`src/rtl/tmds_video_tx_if.sv`:
```
`default_nettype none
// ============================================================================
// Module   : tmds_video_tx_if
// Brief    : Pixel-stream handshake between a video source and tmds_video_tx.
// Revision : 1.0
// ============================================================================
interface tmds_video_tx_if;
  logic        pix_valid;
  logic [23:0] pix_data;
  logic        pix_ready;

  modport master (output pix_valid, output pix_data, input  pix_ready);
  modport slave  (input  pix_valid, input  pix_data, output pix_ready);
endinterface
`default_nettype wire

```
`src/rtl/tmds_video_tx.sv`:
```
`default_nettype none
// ============================================================================
// Module   : tmds_video_tx
// Brief    : Raster timing generator and 3-channel DVI 8b/10b TMDS encoder.
//            Optional macro HDMI_GUARD_EN adds preamble + guard band per line.
// Revision : 1.0
// ============================================================================
module tmds_video_tx #(
  parameter int         H_ACTIVE = 1280,
  parameter int         H_FP     = 110,
  parameter int         H_SYNC   = 40,
  parameter int         H_BP     = 220,
  parameter int         V_ACTIVE = 720,
  parameter int         V_FP     = 5,
  parameter int         V_SYNC   = 5,
  parameter int         V_BP     = 20,
  parameter logic [1:0] SYNC_POL = 2'b11
) (
  input  logic           clk,
  input  logic           rst_n,
  input  logic           en,
  tmds_video_tx_if.slave pix,
  output logic           frame_start,
  output logic           valid,
  output logic [29:0]    data,
  output logic           underflow
);

  localparam int H_TOTAL = H_ACTIVE + H_FP + H_SYNC + H_BP;
  localparam int V_TOTAL = V_ACTIVE + V_FP + V_SYNC + V_BP;
  localparam int HW      = $clog2(H_TOTAL);
  localparam int VW      = $clog2(V_TOTAL);

  localparam logic [HW-1:0] c_H_LAST   = HW'(H_TOTAL - 1);
  localparam logic [HW-1:0] c_H_ACT    = HW'(H_ACTIVE);
  localparam logic [HW-1:0] c_HS_BEG   = HW'(H_ACTIVE + H_FP);
  localparam logic [HW-1:0] c_HS_END   = HW'(H_ACTIVE + H_FP + H_SYNC);
  localparam logic [VW-1:0] c_V_LAST   = VW'(V_TOTAL - 1);
  localparam logic [VW-1:0] c_V_ACT    = VW'(V_ACTIVE);
  localparam logic [VW-1:0] c_VS_BEG   = VW'(V_ACTIVE + V_FP);
  localparam logic [VW-1:0] c_VS_END   = VW'(V_ACTIVE + V_FP + V_SYNC);

  function automatic logic [9:0] f_token(input logic [1:0] idx);
    case (idx)
      2'b00:   f_token = 10'b1101010100;
      2'b01:   f_token = 10'b0010101011;
      2'b10:   f_token = 10'b0101010100;
      default: f_token = 10'b1010101011;
    endcase
  endfunction

  logic [HW-1:0] r_h_cnt;
  logic [VW-1:0] r_v_cnt;
  logic          w_ready;
  logic          w_hs;
  logic          w_vs;
  logic          w_pre;
  logic          w_grd;

  // Idle position sits in the vertical front porch so restart always begins with blanking.
  always_ff @(posedge clk or negedge rst_n) begin
    if (!rst_n) begin
      r_h_cnt <= '0;
      r_v_cnt <= c_V_ACT;
    end else if (!en) begin
      r_h_cnt <= '0;
      r_v_cnt <= c_V_ACT;
    end else if (r_h_cnt == c_H_LAST) begin
      r_h_cnt <= '0;
      r_v_cnt <= (r_v_cnt == c_V_LAST) ? '0 : r_v_cnt + VW'(1);
    end else begin
      r_h_cnt <= r_h_cnt + HW'(1);
    end
  end

  assign w_ready       = en && (r_h_cnt < c_H_ACT) && (r_v_cnt < c_V_ACT);
  assign pix.pix_ready = w_ready;
  assign frame_start   = w_ready && (r_h_cnt == '0) && (r_v_cnt == '0);
  assign w_hs          = en && (r_h_cnt >= c_HS_BEG) && (r_h_cnt < c_HS_END);
  assign w_vs          = en && (r_v_cnt >= c_VS_BEG) && (r_v_cnt < c_VS_END);

`ifdef HDMI_GUARD_EN
  localparam logic [HW-1:0] c_PRE_BEG  = HW'(H_TOTAL - 10);
  localparam logic [HW-1:0] c_GRD_BEG  = HW'(H_TOTAL - 2);
  localparam logic [VW-1:0] c_V_ACT_M1 = VW'(V_ACTIVE - 1);
  logic w_next_active;
  assign w_next_active = (r_v_cnt == c_V_LAST) || (r_v_cnt < c_V_ACT_M1);
  assign w_pre = en && w_next_active && (r_h_cnt >= c_PRE_BEG) && (r_h_cnt < c_GRD_BEG);
  assign w_grd = en && w_next_active && (r_h_cnt >= c_GRD_BEG);
`else
  assign w_pre = 1'b0;
  assign w_grd = 1'b0;
`endif

  logic        r_s1_de;
  logic [23:0] r_s1_pix;
  logic        r_s1_hs;
  logic        r_s1_vs;
  logic        r_s1_pre;
  logic        r_s1_grd;
  logic        r_s1_en;
  logic        r_valid;
  logic        r_underflow;

  always_ff @(posedge clk or negedge rst_n) begin
    if (!rst_n) begin
      r_s1_de     <= 1'b0;
      r_s1_pix    <= '0;
      r_s1_hs     <= ~SYNC_POL[0];
      r_s1_vs     <= ~SYNC_POL[1];
      r_s1_pre    <= 1'b0;
      r_s1_grd    <= 1'b0;
      r_s1_en     <= 1'b0;
      r_valid     <= 1'b0;
      r_underflow <= 1'b0;
    end else begin
      r_s1_de     <= w_ready;
      r_s1_pix    <= pix.pix_valid ? pix.pix_data : 24'h000000;
      r_s1_hs     <= w_hs ^ ~SYNC_POL[0];
      r_s1_vs     <= w_vs ^ ~SYNC_POL[1];
      r_s1_pre    <= w_pre;
      r_s1_grd    <= w_grd;
      r_s1_en     <= en;
      r_valid     <= r_s1_en;
      r_underflow <= r_underflow | (w_ready & ~pix.pix_valid);
    end
  end

  assign valid     = r_valid;
  assign underflow = r_underflow;

  for (genvar i = 0; i < 3; i++) begin : g_ch
    localparam logic [9:0] c_RST_SYM   = (i == 0) ? f_token(~SYNC_POL) : f_token(2'b00);
    localparam logic [9:0] c_GUARD_SYM = (i == 1) ? 10'b0100110011 : 10'b1011001100;

    logic [7:0]        w_d;
    logic [3:0]        w_n1d;
    logic [3:0]        w_n1q;
    logic              w_xnor;
    logic [8:0]        w_qm;
    logic signed [4:0] w_diff;
    logic [9:0]        w_enc;
    logic signed [4:0] w_enc_cnt;
    logic [1:0]        w_ctl;
    logic [9:0]        r_sym;
    logic signed [4:0] r_cnt;

    assign w_d = r_s1_pix[8*i +: 8];

    always_comb begin
      w_ctl = 2'b00;
      if (i == 0) begin
        w_ctl = {r_s1_vs, r_s1_hs};
      end else if (i == 1) begin
        w_ctl = {1'b0, r_s1_pre};
      end
    end

    always_comb begin
      w_n1d = '0;
      for (int b = 0; b < 8; b++) begin
        w_n1d = w_n1d + {3'b000, w_d[b]};
      end
      w_xnor = (w_n1d > 4'd4) || ((w_n1d == 4'd4) && !w_d[0]);
      w_qm    = '0;
      w_qm[0] = w_d[0];
      for (int b = 1; b < 8; b++) begin
        w_qm[b] = w_xnor ? ~(w_qm[b-1] ^ w_d[b]) : (w_qm[b-1] ^ w_d[b]);
      end
      w_qm[8] = ~w_xnor;
      w_n1q = '0;
      for (int b = 0; b < 8; b++) begin
        w_n1q = w_n1q + {3'b000, w_qm[b]};
      end
      // Ones minus zeros of q_m[7:0]; modular 5-bit math keeps 2*8-8 = 8 correct.
      w_diff = $signed({w_n1q, 1'b0}) - 5'sd8;
      if ((r_cnt == 5'sd0) || (w_n1q == 4'd4)) begin
        w_enc     = {~w_qm[8], w_qm[8], w_qm[8] ? w_qm[7:0] : ~w_qm[7:0]};
        w_enc_cnt = w_qm[8] ? (r_cnt + w_diff) : (r_cnt - w_diff);
      end else if ((!r_cnt[4] && (w_n1q > 4'd4)) || (r_cnt[4] && (w_n1q < 4'd4))) begin
        w_enc     = {1'b1, w_qm[8], ~w_qm[7:0]};
        w_enc_cnt = r_cnt + (w_qm[8] ? 5'sd2 : 5'sd0) - w_diff;
      end else begin
        w_enc     = {1'b0, w_qm[8], w_qm[7:0]};
        w_enc_cnt = r_cnt - (w_qm[8] ? 5'sd0 : 5'sd2) + w_diff;
      end
    end

    always_ff @(posedge clk or negedge rst_n) begin
      if (!rst_n) begin
        r_sym <= c_RST_SYM;
        r_cnt <= '0;
      end else if (r_s1_grd) begin
        r_sym <= c_GUARD_SYM;
        r_cnt <= '0;
      end else if (r_s1_de) begin
        r_sym <= w_enc;
        r_cnt <= w_enc_cnt;
      end else begin
        r_sym <= f_token(w_ctl);
        r_cnt <= '0;
      end
    end

    assign data[10*i +: 10] = r_sym;
  end

endmodule
`default_nettype wire

```
`src/flat_wrapper.sv`:
```
// flat-port wrapper written by rule: the top's interface ports become plain ports
module tmds_video_tx_flat 
#(
  parameter int         H_ACTIVE = 1280,
  parameter int         H_FP     = 110,
  parameter int         H_SYNC   = 40,
  parameter int         H_BP     = 220,
  parameter int         V_ACTIVE = 720,
  parameter int         V_FP     = 5,
  parameter int         V_SYNC   = 5,
  parameter int         V_BP     = 20,
  parameter logic [1:0] SYNC_POL = 2'b11
)
  (clk, rst_n, en, frame_start, valid, data, underflow, pix_pix_valid, pix_pix_data, pix_pix_ready);
  tmds_video_tx_if pix_i ();
  input  logic clk;
  input  logic rst_n;
  input  logic en;
  output logic frame_start;
  output logic valid;
  output logic [29:0] data;
  output logic underflow;
  input wire logic [$bits(pix_i.pix_valid)-1:0] pix_pix_valid;
  input wire logic [$bits(pix_i.pix_data)-1:0] pix_pix_data;
  output wire logic [$bits(pix_i.pix_ready)-1:0] pix_pix_ready;
  assign pix_i.pix_valid = pix_pix_valid;
  assign pix_i.pix_data = pix_pix_data;
  assign pix_pix_ready = pix_i.pix_ready;
  tmds_video_tx #(.H_ACTIVE(H_ACTIVE), .H_FP(H_FP), .H_SYNC(H_SYNC), .H_BP(H_BP), .V_ACTIVE(V_ACTIVE), .V_FP(V_FP), .V_SYNC(V_SYNC), .V_BP(V_BP), .SYNC_POL(SYNC_POL)) u_core (.clk(clk), .rst_n(rst_n), .en(en), .pix(pix_i), .frame_start(frame_start), .valid(valid), .data(data), .underflow(underflow));
endmodule
```
`config.mk`:
```
export PLATFORM = sky130hd
export DESIGN_NAME = tmds_video_tx_flat
export DESIGN_NICKNAME = d
export VERILOG_FILES = /design/src/rtl/tmds_video_tx_if.sv /design/src/rtl/tmds_video_tx.sv /design/src/flat_wrapper.sv
export SDC_FILE = /design/constraint.sdc
export NUM_CORES = 1
export LEC_CHECK = 0
export CORE_ASPECT_RATIO = 0.9
export CORE_MARGIN = 5
export CORE_UTILIZATION = 30
export DETAILED_ROUTE_END_ITERATION = 8
export GPL_ROUTABILITY_DRIVEN = 0
export PLACE_DENSITY_LB_ADDON = 0.3
export REMOVE_ABC_BUFFERS = 1
export SKIP_LAST_GASP = 1
export SLEW_MARGIN = 20
export SYNTH_ARGS = -nofsm -noshare
export SYNTH_HDL_FRONTEND = slang
export SYNTH_SLANG_ARGS = --single-unit
```
`constraint.sdc`:
```
create_clock -name clk -period 24.1 [get_ports clk]
set_input_delay 3.615 -clock clk [delete_from_list [all_inputs] [get_ports clk]]
set_output_delay 3.615 -clock clk [all_outputs]
set_load 0.005 [all_outputs]
```
==> qor.csv, run 1 <==
metric,value,unit
post-route-period-util,38.64,%
worstSetupStartpointType,primary input,
synth_edf_count,0,
max_cap_viol_count,0,
antenna_found_initial,0,
ctsHoldBuffers,0,
hold_path_class,flip-flop to flip-flop,
ys_ff_latch,93,
dp_slack,14.80,ns
grt_pass1_wl,25160,um
ys.flop_type,dfrtp_1,
track_usage,11.37,%
whs_path_depth,0,
clk_latency,0.35,ns
fp.coreArea,23410,um2
dr.first_iter.drc_count,206,
slew_violations,0,
synth-seq-area-share,32.83,%
clk_transition_reported_paths,0.07,ns
tightest_slew,0.9378,ns
post_cts_buffers,0,
syn2layout_area_growth,17.53,%
cts-root-buf,clkbuf_16,
tns,0,ns
die_h,156.6,um
cts_tree,done,
dr.pass1.iters,5,
status,completed,
dp_hpwl,11510,um
setup_ws,14.79,ns
n_fill_cell,2365,
pin_count,62,
wire_per_inst,13.62,um
critPathCapture,frame_start,
avgSynthCellArea,10.09,um2
skew,0.007877,ns
crit_fanout,14,
synth.largest_area_cell,dfrtp_1,
period_needed,9.313,ns
grt_overflow,0,
synthCells,710,
initial_core_util,30.59,%
multi_input_area,4364,um2
ys_warn_count,0,
via_count,4825,
cp_data_required_time,20.48,ns
critPathLaunch,en,
htree_levels,3,
synthDistinctLibCells,57,
drc,0,
drive_gt1_share,7.364,%
grt_max_degree,62,
antennaDiodeCount,0,
path_class,primary input to output port,
drt-total-wl,14650,um
die_width,172.9,um
placed_area,8110,um2
r2r-end,u_core.g_ch[2].r_sym[7],
clockBufferDepth,2,
fin_area,8416,um2
ff_latch_area,2351,um2
r2r_cells,28,
relSlewSlack,37.41,%
numCtsBuffers,9,
grt_pass1_vias,4953,
vias_per_cell,4.484,
drtAntennaViolNets,0,
cp.arrival,5.70,ns
synth_area_leaders,"dfrtp_1 26%, ha_1 13%, fa_1 12%",
r2r-start,u_core.r_s1_pix[16],
die_area,27060,um2
final-setup-viol-count,0,
critPathCaptureType,output port,
rsz0062_at_grt,no,
timing.fmax,0.1074,GHz
rrSetupSlack,15.98,ns
nets,913,
postCtsResizedCells,0,
netlist_area,7161,um2
hold_violations,0,
async_flop_share,100.0,%
port_buffers,61,
cts_num_sinks,93,
synth_top_area_share,25.86,%
rows,53,
through the flow:
step	utilization, %	cells	hold WS, ns
finish	35.95	1076	0.3773
CTS	35.95	1076	0.3786
floorplan	-	693	0.3312
global route	35.95	1076	0.3906
global placement	34.65	1060	0.3678
detailed placement	34.65	1060	0.3541
sequential cells by signal, summed over array words and instances (netlist names):
| name | count |
|---|---|
| u_core.g_ch.r_sym | 30 |
| u_core.r_s1_de | 1 |
| u_core.r_v_cnt | 10 |
| u_core.r_s1_vs | 1 |
| u_core.r_s1_pix | 24 |
| u_core.g_ch.r_cnt | 12 |
| u_core.r_h_cnt | 11 |
| u_core.r_s1_hs | 1 |
| u_core.valid | 1 |
| u_core.underflow | 1 |
| u_core.r_s1_en | 1 |
per-layer routing:
layer | part of all wire, % | track usage, % | vias up
li1 | - | - | 2408
met4 | 0.99 | 2.470 | 0
met5 | 0 | 0 | -
met2 | 46 | 18.22 | 69
met3 | 3.8 | 2.512 | 11
met1 | 49 | 15.92 | 2337
layout make-up:
type | count | share of cell area, %
multi-input combinational | 499 | 51.86
clock inverter | 6 | 0.9069
timing repair buffer | 65 | 7.583
tap | 302 | 4.490
inverter | 101 | 4.505
sequential | 93 | 27.94
clock buffer | 10 | 2.721
how the worst min path moves through the flow:
stage	from	to	slack, ns
2_1_floorplan	u_core.r_s1_en	u_core.valid	0.33
3_3_place_gp	u_core.r_s1_en	u_core.valid	0.37
3_5_place_dp	u_core.r_s1_en	u_core.valid	0.35
4_1_cts	u_core.r_s1_en	u_core.valid	0.38
5_1_grt	u_core.r_s1_en	u_core.valid	0.39
6_report	u_core.r_s1_en	u_core.valid	0.38
cells in the final DEF (no fill, tap or decap), types with 14 or more instances in the layout:
cell,n
fa_1,42
a21oi_1,28
clkdlybuf4s50_1,60
a211oi_1,14
xor2_1,24
nand2_1,39
o21ai_0,16
a21o_1,21
ha_1,74
dfrtp_1,74
xnor2_1,71
and2_1,26
dfstp_2,19
nor2_1,50
inv_1,99
worst max-delay path, stage by stage:
cell	delay [ns]
clkdlybuf4s50_1	0.73
a21boi_0	0.27
nor2b_1	0.20
nand4_1	0.10
nor4_1	0.21
clkdlybuf4s50_1	0.57
cells by family (layout without fill, tap and decap cells):
family                     after synthesis  after routing  share of synthesized area, %
muxes                                   10             10                         1.485
and+or+nand+nor                        169            169                         11.78
DFF                                     93             93                         32.83
AOI/OAI and AO/OA                      103            103                         9.750
adders and majority gates              116            116                         24.67
xor gates and xnor gates               101            101                         13.26
buffers and inverters                  118            182                         6.220
synth_stat cells (4+ instances only):
master	count
nand3_1	10
mux2i_1	7
nor2b_1	4
nor2_1	50
o21ai_0	16
inv_1	99
nor4_1	4
ha_1	74
nand2_1	39
or3_1	4
xnor2_1	71
and3_1	4
dfrtp_1	74
a211oi_1	14
fa_1	42
nor3_1	9
a21o_1	21
a21oi_1	28
and2_1	26
dfstp_2	19
clkbuf_1	15
xor2_1	24
a31oi_1	5
Power of run 1 is not shown: default switching activity piles up to over one toggle a cycle in this logic, so the estimate is an artifact.
==> inputs of run 2 (changes only) <==
- clock period: 24.1 -> 9.54 ns (I/O delays scaled with it)
==> qor.csv, run 2 (same netlist as run 1, synthesis figures left out) <==
metric,value,unit
period_needed,8.123,ns
drt-total-wl,15140,um
die_area,27060,um2
nets,913,
via_count,4788,
top_usage_layer,met2,
numCtsBuffers,9,
worstSetupStartpointType,flip-flop,
post-route-period-util,85.15,%
clk_latency,0.36,ns
max_stage_delay,0.60,ns
largest_register,u_core.g_ch.r_sym,
tightest_slew,0.9794,ns
die_width,172.9,um
htree_levels,3,
postCtsResizedCells,0,
dr.pass1.iters,4,
cp.arrival,8.33,ns
vias_per_cell,4.450,
relSlewSlack,34.63,%
final_common_cell,inv_1,
setup_ws,1.417,ns
rows,53,
clk_transition_reported_paths,0.08,ns
syn2layout_area_growth,17.42,%
timing.fmax,0.1231,GHz
max_cap_viol_count,0,
gr-usage-met2,18.66,%
cts-root-buf,clkbuf_16,
skew,0.007327,ns
grt_max_degree,72,
grt_overflow,0,
initial_core_util,30.59,%
port_buffers,61,
antenna_found_initial,0,
path_class,flip-flop to flip-flop,
top_regs,"u_core.g_ch.r_sym: 30 flops, u_core.r_s1_pix: 24 flops, u_core.g_ch.r_cnt: 12 flops",
critPathCaptureType,flip-flop,
drc,0,
ff_latch_area,2351,um2
drive_gt1_share,7.494,%
dp_cells,1060,
met3_usage,2.560,%
layout.cells.non_filler,1076,
pin_count,62,
slowest_stage,mux2i_2,
slew_violations,0,
post_cts_buffers,0,
hold_violations,0,
dr.first_iter.drc_count,218,
dp_hpwl,11690,um
wire_per_inst,14.07,um
n_fill_cell,2348,
largest_reg_flops,30,
cp_data_required_time,9.75,ns
tns,0,ns
cts_tree,done,
grt_pass1_vias,4971,
dp_slack,1.383,ns
track_usage,11.60,%
mostFrequentLayoutCells,"99 x inv_1, 74 x ha_1, 74 x dfrtp_1, 71 x xnor2_1, 60 x clkdlybuf4s50_1",
grtUsageMet1,16.10,%
cp_common_cell,fa_1,
die_h,156.6,um
fp.coreArea,23410,um2
rsz0062_at_grt,no,
clockBufferDepth,2,
multi_input_area,4364,um2
final-setup-viol-count,0,
grt_pass1_wl,25540,um
drtAntennaViolNets,0,
status,completed,
hold_path_class,flip-flop to flip-flop,
ctsHoldBuffers,0,
antennaDiodeCount,0,
crit_fanout,8,
cts_num_sinks,93,
run 2: cell type report:
cell class	count	area share [%]
clock buffers	9	2.679
inverters	101	4.509
multi-input cells	499	51.90
clock inverters	7	0.8631
flip-flops and latches	93	27.96
repair buffers	65	7.589
well taps	302	4.494
run 2: worst paths after layout:
kind                                     start                 endpoint  slack, ns  cells after the start
min in group asynchronous                rst_n  u_core.g_ch[0].r_sym[0]       0.96                      1
max                        u_core.r_s1_pix[16]  u_core.g_ch[2].r_sym[0]       1.42                     28
max in group asynchronous                rst_n  u_core.g_ch[1].r_sym[5]       7.38                      2
max reg2reg                u_core.r_s1_pix[16]  u_core.g_ch[2].r_sym[0]       1.42                     28
min reg2reg                     u_core.r_s1_en             u_core.valid       0.36                      0
min                             u_core.r_s1_en             u_core.valid       0.36                      0
run 2: worst max-delay path: cells and delay by family, from the launching register on:
family	cells	cell delay, ns
simple gates	3	0.42
mux	1	0.60
flops	1	0.43
fa+ha+maj	11	4.27
buf+inv	7	0.72
xor+xnor	3	0.71
compound gates	3	0.82
run 2: routing by layer:
| layer | routed length (um) | vias up | share of wire (%) |
|---|---|---|---|
| li1 | - | 2415 | - |
| met1 | 7666 | 2302 | 51 |
| met5 | 0 | - | 0 |
| met4 | 147 | 0 | 0.97 |
| met2 | 6814 | 60 | 45 |
| met3 | 514 | 11 | 3.4 |
run 2: through the flow:
stage | area (um2) | hold slack (ns) | utilization, %
2_1_floorplan | 7094 | 0.3312 | -
3_3_place_gp | 8110 | 0.3380 | 34.65
3_5_place_dp | 8110 | 0.3396 | 34.65
4_1_cts | 8408 | 0.3604 | 35.92
5_1_grt | 8408 | 0.3735 | 35.92
6_report | 8408 | 0.3563 | 35.92
Power of run 2 is left out for the same reason.
